`config.mk`:
```
export PLATFORM = sky130hd
export DESIGN_NAME = mult_seq_accum
export DESIGN_NICKNAME = d
export VERILOG_FILES = /design/src/rtl/mult_seq_accum.sv
export SDC_FILE = /design/constraint.sdc
export NUM_CORES = 1
export LEC_CHECK = 0
export CORE_MARGIN = 2
export CORE_UTILIZATION = 45
export DETAILED_ROUTE_END_ITERATION = 8
export HOLD_SLACK_MARGIN = 0.06
export PLACE_DENSITY = 0.72
export SLEW_MARGIN = 20
export SYNTH_ARGS = -nofsm -noshare
export SYNTH_HDL_FRONTEND = slang
export SYNTH_SLANG_ARGS = --single-unit
```
`constraint.sdc`:
```
create_clock -name clk -period 1.95 [get_ports clk]
set_input_delay 0.195 -clock clk [delete_from_list [all_inputs] [get_ports clk]]
set_output_delay 0.195 -clock clk [all_outputs]
set_load 0.03 [all_outputs]
```
`src/rtl/mult_seq_accum.sv`:
```
// Sequential 4x4 unsigned multiplier built from an external 2x2 multiplier
// and shifter; four partial products are accumulated into an 8-bit result.
module mult_seq_accum (
    input  logic       clk,
    input  logic       rst_n,
    input  logic       start,
    input  logic [3:0] X,
    input  logic [3:0] Y,
    output logic [1:0] pa,
    output logic [1:0] pb,
    output logic [1:0] shctrl,
    input  logic [7:0] sh_in,
    output logic       busy,
    output logic       done,
    output logic [7:0] product,
    output logic       ovf
);

    typedef enum logic [1:0] {
        IDLE,
        STEP,
        DONE
    } state_t;

    state_t     state;
    logic [1:0] cnt;
    logic [3:0] xr;
    logic [3:0] yr;
    logic [7:0] acc;
    logic       carry;
    logic [8:0] sum;

    assign sum = {1'b0, acc} + {1'b0, sh_in};

    // Select operand slices and shift amount for the current step
    always_comb begin
        pa     = '0;
        pb     = '0;
        shctrl = '0;
        if (state == STEP) begin
            case (cnt)
                2'd0: begin
                    pa     = xr[1:0];
                    pb     = yr[1:0];
                    shctrl = 2'b00;
                end
                2'd1: begin
                    pa     = xr[1:0];
                    pb     = yr[3:2];
                    shctrl = 2'b01;
                end
                2'd2: begin
                    pa     = xr[3:2];
                    pb     = yr[1:0];
                    shctrl = 2'b01;
                end
                default: begin
                    pa     = xr[3:2];
                    pb     = yr[3:2];
                    shctrl = 2'b10;
                end
            endcase
        end
    end

    // Control FSM, accumulator and registered status outputs
    always_ff @(posedge clk or negedge rst_n) begin
        if (!rst_n) begin
            state   <= IDLE;
            cnt     <= '0;
            xr      <= '0;
            yr      <= '0;
            acc     <= '0;
            carry   <= 1'b0;
            product <= '0;
            ovf     <= 1'b0;
            busy    <= 1'b0;
            done    <= 1'b0;
        end else begin
            case (state)
                IDLE, DONE: begin
                    done <= 1'b0;
                    if (start) begin
                        xr    <= X;
                        yr    <= Y;
                        acc   <= '0;
                        carry <= 1'b0;
                        cnt   <= '0;
                        busy  <= 1'b1;
                        state <= STEP;
                    end else begin
                        state <= IDLE;
                    end
                end
                STEP: begin
                    acc   <= sum[7:0];
                    carry <= carry | sum[8];
                    cnt   <= cnt + 2'd1;
                    if (cnt == 2'd3) begin
                        product <= sum[7:0];
                        ovf     <= carry | sum[8];
                        busy    <= 1'b0;
                        done    <= 1'b1;
                        state   <= DONE;
                    end
                end
                default: begin
                    busy  <= 1'b0;
                    done  <= 1'b0;
                    state <= IDLE;
                end
            endcase
        end
    end

endmodule

```
==> impl_metrics.ini <==
[layout]
mostFrequentLayoutCell = dfrtp_1
drive_above_1_share = 0.241
syn2layout_area_growth_pct = 33.6
fillers = 290
final_cell_mix = dfrtp_1, clkdlybuf4s50_1, nand2_1
ff_latch_area_um2 = 776
diodes = 0
multi_input_area_um2 = 813
nets = 235
final_area_mm2 = 0.00217

[floorplanning]
coreArea_mm2 = 0.00342
io-pin-count = 36
initial_utilization = 0.476
rows = 21
die_h_um = 64.1
die_width_um = 64.1
die-area_mm2 = 0.00411

[critical_path]
cp.arrival_ns = 2.11
worst_setup_path_start_kind = flip-flop
path_cells = ha_2 > inv_2 > fa_2 > nor2b_4 > o31a_1 > o2111ai_2 > nand2_1 > mux2_4
crit_path_end_kind = flip-flop
critPathMaxFanout = 3
max_stage_delay_ns = 0.39
cp_slowest_cell = dfrtp_1
reg2reg_slack_ns = 0.07
worstPathRequired_ns = 2.19
worst-setup-path-type = reg2reg

[sta]
setup_violations = 0
finalCriticalPeriod_ns = 1.88
fin_skew_ns = 0.0175
worstMarginPinSlew_ns = 0.868
tns_ns = 0
hold_violations = 0
period_share = 0.962
slew_headroom = 0.419
timing.fmax_mhz = 533
slew_violations = 0

[route]
drt-wirelength-per-cell_um = 14.0
drtPass1Iterations = 4
ant_nets = 0
wl_um = 3480
vias = 1281
first_iter_violations = 46
viasPerCell = 5.14
remaining_drc_errors = 0

[synthesis]
syn_area_mm2 = 0.00163
synth_area_leader_cell = dfrtp_1
synth-edff-count = 0
synth_flop_cell = dfrtp_1
ys_seq_area_frac = 0.477
syn_area_per_cell_um2 = 10.8
synth.net_count = 183
synth_top_area_share = 0.477
ys_types = 35
synthArstFlopShare = 1.00
syn-instance-count = 150
yosysWarnings = 0
synth_seq_cells = 31
yosys-top-cells-area = dfrtp_1, ha_1, mux2_2, nand2_1, o21ai_0

[placement]
dp_hpwl_um = 2590
place_area_mm2 = 0.00210
routabilityCongestion = 0.813
port_buffers = 35

[clock_network]
insertion_delay_ns = 0.34
cts_tree = done
numCtsBuffers = 5
cts-root-buf = clkbuf_4
clkTransAtPathRegs_ns = 0.11
clock-sinks = 31
clockBufferDepth = 2
htreeDepth = 2

[pwr]
p_per_area_mw_per_mm2 = 1820
p_leak_nw = 0.996
power_w = 0.00396
peakVddDrop_uv = 958

[global_route]
track_usage = 0.188
grt_overflow_total = 0
grt_pass1_wl_um = 5940
grt_pass1_vias = 1334
antenna_found_initial = 0
grt_max_degree = 32

[min_path]
hold_class = in2async

[outcome]
status = finished clean

[job]
drv_cap = 0
## worst paths after layout
kind                                        start                endpoint  cells after the start
max                            acc[0]$_DFFE_PN0P_         ovf$_DFFE_PN0P_                      8
min                                         rst_n       yr[1]$_DFFE_PN0P_                      2
max reg2reg                    acc[0]$_DFFE_PN0P_         ovf$_DFFE_PN0P_                      8
min reg2reg                product[6]$_DFFE_PN0P_  product[6]$_DFFE_PN0P_                      2
max in group asynchronous                   rst_n      cnt[0]$_DFFE_PN0P_                      2
min in group clk                             X[2]       xr[2]$_DFFE_PN0P_                      2
## final cells by class
cell class / instances / area share
multi-input cells: 107 / 0.374
flip-flops and latches: 31 / 0.357
repair buffers: 50 / 0.206
well taps: 46 / 0.0265
clock buffers: 5 / 0.0173
inverters: 7 / 0.0121
clock inverters: 3 / 0.00691
## through the flow
stage          std cells  worst slack [ns]  hold WS (ns)   util
4_1_cts              247            0.0303         0.251  0.630
6_report             249            0.0734         0.239  0.636
2_1_floorplan        150             0.178        -0.101      -
3_5_place_dp         239            -0.266         0.480  0.614
3_3_place_gp         239            -0.192         0.466  0.614
5_1_grt              249          -0.00157         0.257  0.636
## power breakdown
group	leakage, nW	switching, W	internal, W	total, W
Clock	0.0347	0.000231	0.000134	0.000365
Combinational	0.592	0.00133	0.00112	0.00245
Sequential	0.369	0.000175	0.000969	0.00114
## synth_stat cells (all sizes together) (2+ instances only)
cell type and number:
a21o 2, a21oi 8, a22o 5, and2 2, buf 4, dfrtp 31
ha 13, inv 7, mux2 13, nand2 18, nor2 8, nor2b 3
o21ai 16, o21bai 2, o31ai 2, xnor2 2, xor2 2
## kinds of logic after synthesis
family,synth area share
and+or+nand+nor,0.103
AOI/OAI and AO/OA,0.162
adders and majority gates,0.112
buffers and inverters,0.0323
DFF,0.477
xor gates and xnor gates,0.0215
muxes,0.0923
## what timing repair did
item,4_1_cts,5_1_grt
setup buffers,0,2
endpoints found under the setup margin,3,7
hold buffers,0,0
gates resized for setup,7,11
pin swaps,0,4
## routing by layer
layer  global-route usage  wire length [um]  vias to the layer above
li1                     -                 -                      625
met1                0.243              1610                      617
met2                0.307              1670                       32
met3               0.0440               147                        7
met4               0.0718                61                        0
met5                    0                 0                        -
## worst max-delay path, delay by kind of cell, from the launching register on
family,cells,cell delay [ns]
muxes,1,0.26
AOI/OAI and AO/OA,2,0.53
adders and majority gates,2,0.41
DFF,1,0.39
and+or+nand+nor,2,0.14
buffers and inverters,1,0.05
## state kept, by name, indices dropped and copies added, names as in the netlist, 2 cells and up
signal	count
cnt	2
xr	4
acc	8
yr	4
product	8
state	2
Power figures use the tool's default switching activity.
